File: config.mk
export PLATFORM = sky130hd
export DESIGN_NAME = lzc_normalizer_pipe_flat
export DESIGN_NICKNAME = d
export VERILOG_FILES = /design/src/rtl/lzc_norm_pkg.sv /design/src/rtl/lzc_normalizer_pipe_if.sv /design/src/rtl/lzc_norm_stage.sv /design/src/rtl/lzc_normalizer_pipe.sv /design/src/flat_wrapper.sv
export SDC_FILE = /design/constraint.sdc
export NUM_CORES = 1
export LEC_CHECK = 0
export BUFFER_PORTS_ARGS = -buffer_cell sky130_fd_sc_hd__buf_2
export CAP_MARGIN = 0
export CORE_MARGIN = 4
export CORE_UTILIZATION = 45
export CTS_CLUSTER_SIZE = 12
export DETAILED_ROUTE_END_ITERATION = 10
export GPL_ROUTABILITY_DRIVEN = 0
export PLACE_DENSITY = 0.76
export SYNTH_ARGS = -nofsm -noshare
export SYNTH_HDL_FRONTEND = slang
export SYNTH_SLANG_ARGS = --single-unit
File: constraint.sdc
create_clock -name clk -period 4.4 [get_ports clk]
set_input_delay 1.1 -clock clk [delete_from_list [all_inputs] [get_ports clk]]
set_output_delay 1.1 -clock clk [all_outputs]
set_load 0.05 [all_outputs]
File: src/rtl/lzc_norm_pkg.sv
//------------------------------------------------------------------------------
// Module  : lzc_norm_pkg
// Brief   : Shared constants and stage-1 register layout for the LZC normalizer.
// Rev     : 1.0  initial release
//------------------------------------------------------------------------------
`default_nettype none

package lzc_norm_pkg;

    localparam int          DATA_W_C   = 32;
    localparam int          LZC_W_C    = 6;
    localparam logic [5:0]  LZC_ZERO_C = 6'd32;

    typedef struct packed {
        logic [31:0] data;
        logic [2:0]  rem;
        logic        sticky;
        logic        lz32;
        logic        range_err;
    } s1_t;

endpackage

`default_nettype wire

File: src/rtl/lzc_normalizer_pipe_if.sv
//------------------------------------------------------------------------------
// Module  : lzc_normalizer_pipe_if
// Brief   : Upstream and downstream valid/ready bus of the LZC normalizer.
// Rev     : 1.0  initial release
//------------------------------------------------------------------------------
`default_nettype none

interface lzc_normalizer_pipe_if #(
    parameter int EXP_W = 8
);
    logic              in_valid;
    logic              in_ready;
    logic [31:0]       in_data;
    logic [5:0]        in_lzc;
    logic              out_valid;
    logic              out_ready;
    logic [31:0]       out_mant;
    logic [EXP_W-1:0]  out_exp;
    logic              out_zero;
    logic              out_err;

    modport master (
        output in_valid, in_data, in_lzc, out_ready,
        input  in_ready, out_valid, out_mant, out_exp, out_zero, out_err
    );

    modport slave (
        input  in_valid, in_data, in_lzc, out_ready,
        output in_ready, out_valid, out_mant, out_exp, out_zero, out_err
    );
endinterface

`default_nettype wire

File: src/rtl/lzc_norm_stage.sv
//------------------------------------------------------------------------------
// Module  : lzc_norm_stage
// Brief   : Valid/data pipeline register; holds its contents while not advancing.
// Rev     : 1.0  initial release
//------------------------------------------------------------------------------
`default_nettype none

module lzc_norm_stage #(
    parameter int WIDTH = 1
) (
    input  wire              clk,
    input  wire              rst_n,
    input  wire              i_adv,
    input  wire              i_valid,
    input  wire [WIDTH-1:0]  i_data,
    output logic             o_valid,
    output logic [WIDTH-1:0] o_data
);

    logic             r_valid;
    logic [WIDTH-1:0] r_data;

    always_ff @(posedge clk or negedge rst_n) begin
        if (!rst_n) begin
            r_valid <= 1'b0;
            r_data  <= '0;
        end else if (i_adv) begin
            r_valid <= i_valid;
            // Bubbles leave the payload untouched so a drained stage keeps its last word.
            if (i_valid) begin
                r_data <= i_data;
            end
        end
    end

    assign o_valid = r_valid;
    assign o_data  = r_data;

endmodule

`default_nettype wire

File: src/rtl/lzc_normalizer_pipe.sv
//------------------------------------------------------------------------------
// Module  : lzc_normalizer_pipe
// Brief   : Two-stage normalizer: shifts a word left by its LZC, emits biased
//           exponent plus zero/consistency flags. Optional transfer statistics
//           are enabled with the LZC_NORM_STATS_EN macro.
// Rev     : 1.0  initial release
//------------------------------------------------------------------------------
`default_nettype none

module lzc_normalizer_pipe
    import lzc_norm_pkg::*;
#(
    parameter int DATA_W   = 32,
    parameter int EXP_W    = 8,
    parameter int EXP_BIAS = 127
) (
    input  wire                  clk,
    input  wire                  rst_n,
    lzc_normalizer_pipe_if.slave bus
`ifdef LZC_NORM_STATS_EN
    ,
    output logic [15:0]          stat_words,
    output logic [15:0]          stat_zero,
    output logic [15:0]          stat_err
`endif
);

    localparam int S1_W = $bits(s1_t) + 3;
    localparam int S2_W = DATA_W + EXP_W + 2;

    logic            w_s1_valid;
    logic            w_s2_valid;
    logic            w_s1_adv;
    logic            w_s2_adv;
    s1_t             w_s1_in;
    s1_t             w_s1_q;
    logic [2:0]      w_s1_hi;
    logic [63:0]     w_coarse;
    logic [63:0]     w_fine;
    logic            w_sticky2;
    logic            w_err;
    logic            w_zero;
    logic [5:0]      w_lzc;
    logic [EXP_W-1:0] w_exp_raw;
    logic [DATA_W-1:0] w_mant;
    logic [EXP_W-1:0]  w_exp;
    logic [S2_W-1:0]   w_s2_q;

    assign w_s2_adv     = !w_s2_valid || bus.out_ready;
    assign w_s1_adv     = !w_s1_valid || w_s2_adv;
    assign bus.in_ready = w_s1_adv;

    // Coarse shift by multiples of 8; anything pushed above bit 31 feeds sticky.
    assign w_coarse = {32'd0, bus.in_data} << {bus.in_lzc[5:3], 3'b000};

    always_comb begin
        w_s1_in           = '0;
        w_s1_in.data      = w_coarse[31:0];
        w_s1_in.rem       = bus.in_lzc[2:0];
        w_s1_in.sticky    = |w_coarse[63:32];
        w_s1_in.lz32      = (bus.in_lzc == LZC_ZERO_C);
        w_s1_in.range_err = (bus.in_lzc > LZC_ZERO_C);
    end

    lzc_norm_stage #(
        .WIDTH (S1_W)
    ) u_stage1 (
        .clk     (clk),
        .rst_n   (rst_n),
        .i_adv   (w_s1_adv),
        .i_valid (bus.in_valid),
        .i_data  ({w_s1_in, bus.in_lzc[5:3]}),
        .o_valid (w_s1_valid),
        .o_data  ({w_s1_q, w_s1_hi})
    );

    assign w_fine    = {32'd0, w_s1_q.data} << w_s1_q.rem;
    assign w_sticky2 = w_s1_q.sticky || (|w_fine[63:32]);
    assign w_lzc     = {w_s1_hi, w_s1_q.rem};
    assign w_exp_raw = EXP_W'(EXP_BIAS + 31) - EXP_W'(w_lzc);

    // A correct count leaves nothing shifted out and a 1 in bit 31.
    always_comb begin
        w_err  = 1'b0;
        w_zero = 1'b0;
        if (w_s1_q.range_err) begin
            w_err = 1'b1;
        end else if (w_s1_q.lz32) begin
            w_err  = w_sticky2;
            w_zero = !w_sticky2;
        end else begin
            w_err = w_sticky2 || !w_fine[31];
        end
    end

    always_comb begin
        w_mant = '0;
        w_exp  = '0;
        if (!w_err && !w_zero) begin
            w_mant = DATA_W'(w_fine[31:0]);
            w_exp  = w_exp_raw;
        end
    end

    lzc_norm_stage #(
        .WIDTH (S2_W)
    ) u_stage2 (
        .clk     (clk),
        .rst_n   (rst_n),
        .i_adv   (w_s2_adv),
        .i_valid (w_s1_valid),
        .i_data  ({w_mant, w_exp, w_zero, w_err}),
        .o_valid (w_s2_valid),
        .o_data  (w_s2_q)
    );

    assign bus.out_valid = w_s2_valid;
    assign bus.out_mant  = 32'(w_s2_q[S2_W-1 -: DATA_W]);
    assign bus.out_exp   = w_s2_q[EXP_W+1:2];
    assign bus.out_zero  = w_s2_q[1];
    assign bus.out_err   = w_s2_q[0];

`ifdef LZC_NORM_STATS_EN
    logic        w_out_fire;
    logic [15:0] r_stat_words;
    logic [15:0] r_stat_zero;
    logic [15:0] r_stat_err;

    assign w_out_fire = w_s2_valid && bus.out_ready;

    always_ff @(posedge clk or negedge rst_n) begin
        if (!rst_n) begin
            r_stat_words <= '0;
            r_stat_zero  <= '0;
            r_stat_err   <= '0;
        end else if (w_out_fire) begin
            if (r_stat_words != 16'hFFFF) r_stat_words <= r_stat_words + 16'd1;
            if (bus.out_zero && (r_stat_zero != 16'hFFFF)) r_stat_zero <= r_stat_zero + 16'd1;
            if (bus.out_err && (r_stat_err != 16'hFFFF)) r_stat_err <= r_stat_err + 16'd1;
        end
    end

    assign stat_words = r_stat_words;
    assign stat_zero  = r_stat_zero;
    assign stat_err   = r_stat_err;
`endif

endmodule

`default_nettype wire

File: src/flat_wrapper.sv
// flat-port wrapper written by rule: the top's interface ports become plain ports
module lzc_normalizer_pipe_flat import lzc_norm_pkg::*;
#(
    parameter int DATA_W   = 32,
    parameter int EXP_W    = 8,
    parameter int EXP_BIAS = 127
)
  (clk, rst_n, bus_in_valid, bus_in_data, bus_in_lzc, bus_out_ready, bus_in_ready, bus_out_valid, bus_out_mant, bus_out_exp, bus_out_zero, bus_out_err);
  lzc_normalizer_pipe_if #(.EXP_W(EXP_W)) bus_i ();
  input  wire clk;
  input  wire rst_n;
  input wire logic [$bits(bus_i.in_valid)-1:0] bus_in_valid;
  input wire logic [$bits(bus_i.in_data)-1:0] bus_in_data;
  input wire logic [$bits(bus_i.in_lzc)-1:0] bus_in_lzc;
  input wire logic [$bits(bus_i.out_ready)-1:0] bus_out_ready;
  output wire logic [$bits(bus_i.in_ready)-1:0] bus_in_ready;
  output wire logic [$bits(bus_i.out_valid)-1:0] bus_out_valid;
  output wire logic [$bits(bus_i.out_mant)-1:0] bus_out_mant;
  output wire logic [$bits(bus_i.out_exp)-1:0] bus_out_exp;
  output wire logic [$bits(bus_i.out_zero)-1:0] bus_out_zero;
  output wire logic [$bits(bus_i.out_err)-1:0] bus_out_err;
  assign bus_i.in_valid = bus_in_valid;
  assign bus_i.in_data = bus_in_data;
  assign bus_i.in_lzc = bus_in_lzc;
  assign bus_i.out_ready = bus_out_ready;
  assign bus_in_ready = bus_i.in_ready;
  assign bus_out_valid = bus_i.out_valid;
  assign bus_out_mant = bus_i.out_mant;
  assign bus_out_exp = bus_i.out_exp;
  assign bus_out_zero = bus_i.out_zero;
  assign bus_out_err = bus_i.out_err;
  lzc_normalizer_pipe #(.DATA_W(DATA_W), .EXP_W(EXP_W), .EXP_BIAS(EXP_BIAS)) u_core (.clk(clk), .rst_n(rst_n), .bus(bus_i));
endmodule
==> flow_summary.toml, run 1 <==
[clock_network]
cts_setup_buffers = 0
ctsResizeCount = 0
clkLatencyLatePin_ns = 0.34
numCtsBuffers = 9
htreeDepth = 3
hold_buffers = 0
cts_sinks = 85
max-clock-path-buffers = 2
cts_tree = "yes"
root_buffer = "clkbuf_16"
clkTransAtPathRegs_ns = 0.06

[route]
drt-vias-per-instance = 5.842
wl_mm = 11.94
wl_per_cell_um = 17.62
ant_nets = 0
initialDrtViolationCount = 236
dr.pass1.iters = 5
drcViolationCount = 0
vias = 3961

[floorplan]
start_util_pct = 46.53
fp-row-count = 38
die_w_um = 114.6
die_h_um = 114.6
core_um2 = 10980
dieArea_um2 = 13120
ios = 86

[yosys]
netlist-cell-type-count = 51
synthMostInstantiatedCell = "dfrtp_1"
syn_area_um2 = 5110
synth_top_area_share_pct = 41.63
ys_seq_elements = 85
syn_nets = 513
syn_area_per_cell_um2 = 10.87
synth_enable_flop_cells = 0
yosys.area.top_type = "dfrtp_1"
synth_common_cells = "85 x dfrtp_1, 79 x nand2_1, 44 x mux2i_1"
yosysSeqAreaShare_pct = 41.63
async_reset_ff_share_pct = 100.0
syn_inst = 470
yosys-top-cells-area = "dfrtp_1 42%, mux4_2 12%, mux2i_1 8.6%"
synth_ff_type = "dfrtp_1"
yosys_warnings = 0

[placement]
dpl.hpwl_mm = 9.026
portBuffers = 85
dp_cells = 663

[global_routing]
antenna_found_initial = 0
first_global_vias = 3726
grt_pass1_wl_mm = 19.41
grt_use_total_pct = 18.82
grt-ovfl-total = 0
grt_max_degree = 86

[setup_path]
setup.worst_path.end_class = "register"
cp_max_fo = 36
critPathLaunchType = "register"
cp_slowest_cell = "or3_2"
slowest_delay_ns = 0.88
path_class = "reg2reg"
required_ns = 4.64
crit_chain = "buf_4, mux4_2, o41a_1, or4_4, or3_2, o31ai_2"
cp.arrival_ns = 3.63

[flow_run]
maxCapViolations = 0

[power_and_ir_drop]
power.density_nw_per_um2 = 340.7
leakage_uw = 0.002677
ir_worst_vdd_mv = 0.1875

[finish]
multiInputGateArea_um2 = 2763
area_delta_synth_final_pct = 13.61
antenna_cells = 0
seqCellArea_um2 = 2128
drive_gt1_share_pct = 32.53
nNetsFinal = 577
instances_no_fill = 678
fill_cells = 974

[timing]
max_slew_margin_pct = 31.23
finalSetupTns_ns = 0
max_freq_mhz = 294.3
period_minus_slack_ns = 3.398
skew_ns = 0.006636
drv_slew = 0
post-route-period-util_pct = 77.22
rsz0062_at_grt = "false"
hold_viol = 0
worstMarginPinSlew_ns = 1.031
setup_violations = 0
whs_ns = 0.4666

[worst_hold_path]
min_path_type = "reg2reg"

[outcome]
outcome = "finished clean"
## final timing paths
kind	start	to	slack (ns)	cells after the start
setup / recovery	u_core.u_stage1.o_data[7]	u_core.u_stage2.o_data[9]	1.00	6
hold / removal	u_core.u_stage2.o_data[5]	u_core.u_stage2.o_data[5]	0.47	2
setup reg to reg	u_core.u_stage1.o_data[7]	u_core.u_stage2.o_data[9]	1.00	6
hold reg to reg	u_core.u_stage2.o_data[5]	u_core.u_stage2.o_data[5]	0.47	2
max in group asynchronous	rst_n	u_core.u_stage2.o_data[36]	2.79	1
min in group asynchronous	rst_n	u_core.u_stage1.o_data[40]	0.91	1
## final cells by class
| type | count | share of cell area [%] |
|---|---|---|
| well taps | 140 | 3.017 |
| inverters | 4 | 0.2586 |
| clock inverters | 3 | 0.2586 |
| clock buffers | 12 | 4.073 |
| multi-input cells | 343 | 47.59 |
| flip-flops and latches | 85 | 36.66 |
| repair buffers | 91 | 8.147 |
## registers in the layout (all words and copies together), names as in the netlist
name                     count
u_core.u_stage2.o_data      42
u_core.u_stage1.o_data      41
u_core.u_stage1.o_valid      1
u_core.u_stage2.o_valid      1
## cell families (layout without fill, tap and decap cells)
group | count (synthesis) | after routing | synth area share (%)
DFF | 85 | 85 | 41.63
buffers and inverters | 42 | 110 | 4.334
xor gates and xnor gates | 4 | 4 | 0.6857
AOI/OAI and AO/OA | 115 | 115 | 17.24
muxes | 78 | 78 | 22.58
adders and majority gates | 1 | 1 | 0.2448
and+or+nand+nor | 145 | 145 | 13.30
## metal layers
metal / global-route usage [%] / share of wire [%] / vias up
li1: - / - / 1891
met1: 28.54 / 47 / 1890
met2: 26.89 / 43 / 160
met3: 3.066 / 6.9 / 20
met4: 7.443 / 2.4 / 0
met5: 0 / 0 / -
## through the flow
stage	util [%]	power [uW]	instance area (um2)	worst slack [ns]
2_1_floorplan	-	1213	5110	1.370
4_1_cts	52.86	1987	5806	0.9905
3_5_place_dp	50.57	1336	5554	1.011
6_report	52.86	1978	5806	1.002
3_3_place_gp	50.57	1321	5554	1.085
5_1_grt	52.86	2063	5806	0.8365
## where the power goes
group	internal, uW	leakage, uW	switching [uW]
combinational	194	0.00141	252
sequential	823	0.00114	55.1
clock	376	0.000126	278
total	1390	0.00268	585
## critical path: cells and delay by family (launching register included)
kind,cells,cell delay (ns)
and+or+nand+nor,2,1.30
AOI/OAI and AO/OA,2,0.73
buffers and inverters,1,0.39
DFF,1,0.47
muxes,1,0.39
## layout by cell type (no fill, tap or decap), drive strengths merged, types with 3 or more instances in the layout
cell / n
inv: 4
buf: 91
a21oi: 12
o211ai: 3
clkinv: 3
nor4: 3
nand2b: 5
or2: 4
a22o: 18
mux2: 5
mux2i: 44
dfrtp: 85
nor2: 12
nor3: 5
nor2b: 8
o31ai: 12
nand2: 79
o21ai: 49
mux4: 29
or4: 5
or3: 3
clkbuf: 12
nand3: 12
a211oi: 5
(Power assumes the default switching activity.)
==> inputs of run 2 (changes only) <==
ABC_AREA = 1   (was not set)
clock period = 3.5 ns   (was 4.4 ns; I/O delays follow)
==> run 2 against run 1 <==
Clock skew increased by 0.0012 ns. Core utilization grew 0.34 points. Die area up 4.9%. Via count is 40% higher. Fmax grew 35%. Flip-flop and latch count stayed put. Final cell count is 48% higher. Clock power up 59%. Cell area grew 6.0%. Largest cell class unchanged. Largest power group unchanged.
==> flow_summary.toml, run 2 <==
[global_routing]
grt.met3_usage_pct = 4.283
grt_pass1_wl_mm = 24.50
grt-ovfl-total = 0
grt_max_degree = 86
grt_most_used_layer = "met1"
first_global_vias = 5034
grt_use_total_pct = 20.99
antenna_found_initial = 0
grt.met1_usage_pct = 31.06
met2_usage_pct = 30.96

[timing]
setup_violations = 0
finalSetupTns_ns = 0
fin_ws_ns = 0.9814
hold_viol = 0
post-route-period-util_pct = 71.96
worstMarginPinSlew_ns = 0.7676
skew_ns = 0.007876
rsz0062_at_grt = "false"
whs_ns = 0.4745
max_freq_mhz = 397.0
max_slew_margin_pct = 48.83
drv_slew = 0
period_minus_slack_ns = 2.519

[floorplan]
dieArea_um2 = 13770
fp-row-count = 39
die_w_um = 117.4
core_um2 = 11560
die_h_um = 117.4
start_util_pct = 46.53
ios = 86

[power_and_ir_drop]
comb_power_share_pct = 29.8
power_frac_seq_pct = 36.3
leakage_uw = 0.003331
p_clk_share_pct = 33.9
ir_worst_vdd_mv = 0.2485
swShare_pct = 35.83
switchingPower_uw = 1102
power.density_nw_per_um2 = 499.8
p_int_uw = 1973

[finish]
instances_no_fill = 1006
fill_cells = 1105
final_cell_mix = "327 x nand2_1, 85 x dfrtp_1, 84 x buf_2"
seqCellArea_um2 = 2127
largest_register_ffs = 42
nNetsFinal = 901
antenna_cells = 0
multiInputGateArea_um2 = 2774
area_delta_synth_final_pct = 14.32
drive_gt1_share_pct = 14.95
final_common_cell = "nand2_1"

[setup_path]
cp.arrival_ns = 2.79
required_ns = 3.77
cp_max_fo = 40
critPathLaunchType = "register"
path_class = "reg2reg"
setup.worst_path.end_class = "register"

[clock_network]
clkTransAtPathRegs_ns = 0.06
cts_setup_buffers = 0
htreeDepth = 3
numCtsBuffers = 9
ctsResizeCount = 0
max-clock-path-buffers = 2
root_buffer = "clkbuf_16"
hold_buffers = 0
clkLatencyLatePin_ns = 0.34
cts_tree = "yes"
cts_sinks = 85

[route]
ant_nets = 0
wl_mm = 14.55
initialDrtViolationCount = 518
vias = 5548
wl_per_cell_um = 14.46
drcViolationCount = 0
dr.pass1.iters = 6
drt-vias-per-instance = 5.515

[yosys]
synth_enable_flop_cells = 0
async_reset_ff_share_pct = 100.0
syn_area_per_cell_um2 = 6.718
syn_area_um2 = 5381
yosysSeqAreaShare_pct = 39.53
yosys_warnings = 0
netlist-cell-type-count = 33
synth_top_area_share_pct = 39.53
syn_nets = 844
ys_seq_elements = 85
synthMostInstantiatedCell = "nand2_1"
synth_ff_type = "dfrtp_1"
synth_common_cells = "327 x nand2_1, 85 x dfrtp_1, 73 x nand3_1"
syn_inst = 801
yosys-top-cells-area = "dfrtp_1 40%, nand2_1 23%, nand3_1 6.8%"
yosys.area.top_type = "dfrtp_1"

[flow_run]
maxCapViolations = 0

[outcome]
outcome = "finished clean"

[worst_hold_path]
min_path_type = "reg2reg"

[placement]
dp_cells = 990
portBuffers = 85
place_ws_ns = 0.9617
dpl.hpwl_mm = 10.46
==> run 2: cell types whose count changed in the layout (fill, tap and decap cells not counted), moves of 8 or more <==
cell,delta
nand2_1,+248
nand3_1,+61
inv_1,+44
mux2i_1,-44
o21ai_0,+43
nand4_1,+42
nor2_1,+29
mux4_2,-28
o21ai_2,-25
o22ai_1,+23
a22o_1,-18
nor2b_1,-8
==> run 2: routing by layer <==
metal,vias up,routed length (um),share of wire (%)
li1,2746,-,-
met1,2541,6991,48
met2,229,6256,43
met3,32,973,6.7
met4,0,329,2.3
met5,-,0,0
==> run 2: cell families after synthesis <==
logic type | after synthesis | share of synthesized area (%)
simple gates | 495 | 38.85
compound gates | 111 | 11.86
buf+inv | 106 | 9.044
flops | 85 | 39.53
xor+xnor | 3 | 0.4883
fa+ha+maj | 1 | 0.2325
==> run 2: path summary, 6_finish.rpt <==
| path | cells past startpoint | endpoint | from | slack (ns) |
|---|---|---|---|---|
| setup / recovery | 9 | u_core.u_stage2.o_data[30] | u_core.u_stage1.o_data[6] | 0.98 |
| hold / removal | 2 | u_core.u_stage2.o_data[25] | u_core.u_stage2.o_data[25] | 0.47 |
| setup reg to reg | 9 | u_core.u_stage2.o_data[30] | u_core.u_stage1.o_data[6] | 0.98 |
| hold reg to reg | 2 | u_core.u_stage2.o_data[25] | u_core.u_stage2.o_data[25] | 0.47 |
| max in group asynchronous | 2 | u_core.u_stage2.o_data[29] | rst_n | 2.58 |
| min in group asynchronous | 2 | u_core.u_stage2.o_data[23] | rst_n | 0.54 |
==> run 2: critical path, stage by stage, from the launching register on <==
cell and delay, ns:
dfrtp_1 0.66, inv_2 0.30, nand2_1 0.11, nand3_1 0.14
nand3_1 0.13, nand2_1 0.09, nand2_1 0.08, nor2_4 0.58
nand4_1 0.23, nand2_1 0.12
==> run 2: power by group through the flow <==
stage          combinational (uW)  sequential, uW  clock, uW
6_report                      916            1120       1040
5_1_grt                      1020            1130       1090
4_1_cts                       903            1110       1050
3_3_place_gp                  891            1130          0
2_1_floorplan                 642            1190          0
3_5_place_dp                  896            1130          0
==> run 2: final cells by class <==
| cell class | instances | area share [%] |
|---|---|---|
| clock buffer | 13 | 4.230 |
| clock inverter | 3 | 1.098 |
| inverter | 53 | 3.234 |
| multi-input combinational | 610 | 45.09 |
| sequential | 85 | 34.57 |
| tap | 143 | 2.908 |
| timing repair buffer | 99 | 8.867 |
==> run 2: through the flow <==
step	power (uW)	utilization (%)	instance area (um2)
finish	3075	53.20	6152
global route	3242	53.20	6152
CTS	3064	53.20	6152
detailed placement	2028	50.36	5824
global placement	2022	50.36	5824
floorplan	1830	-	5381
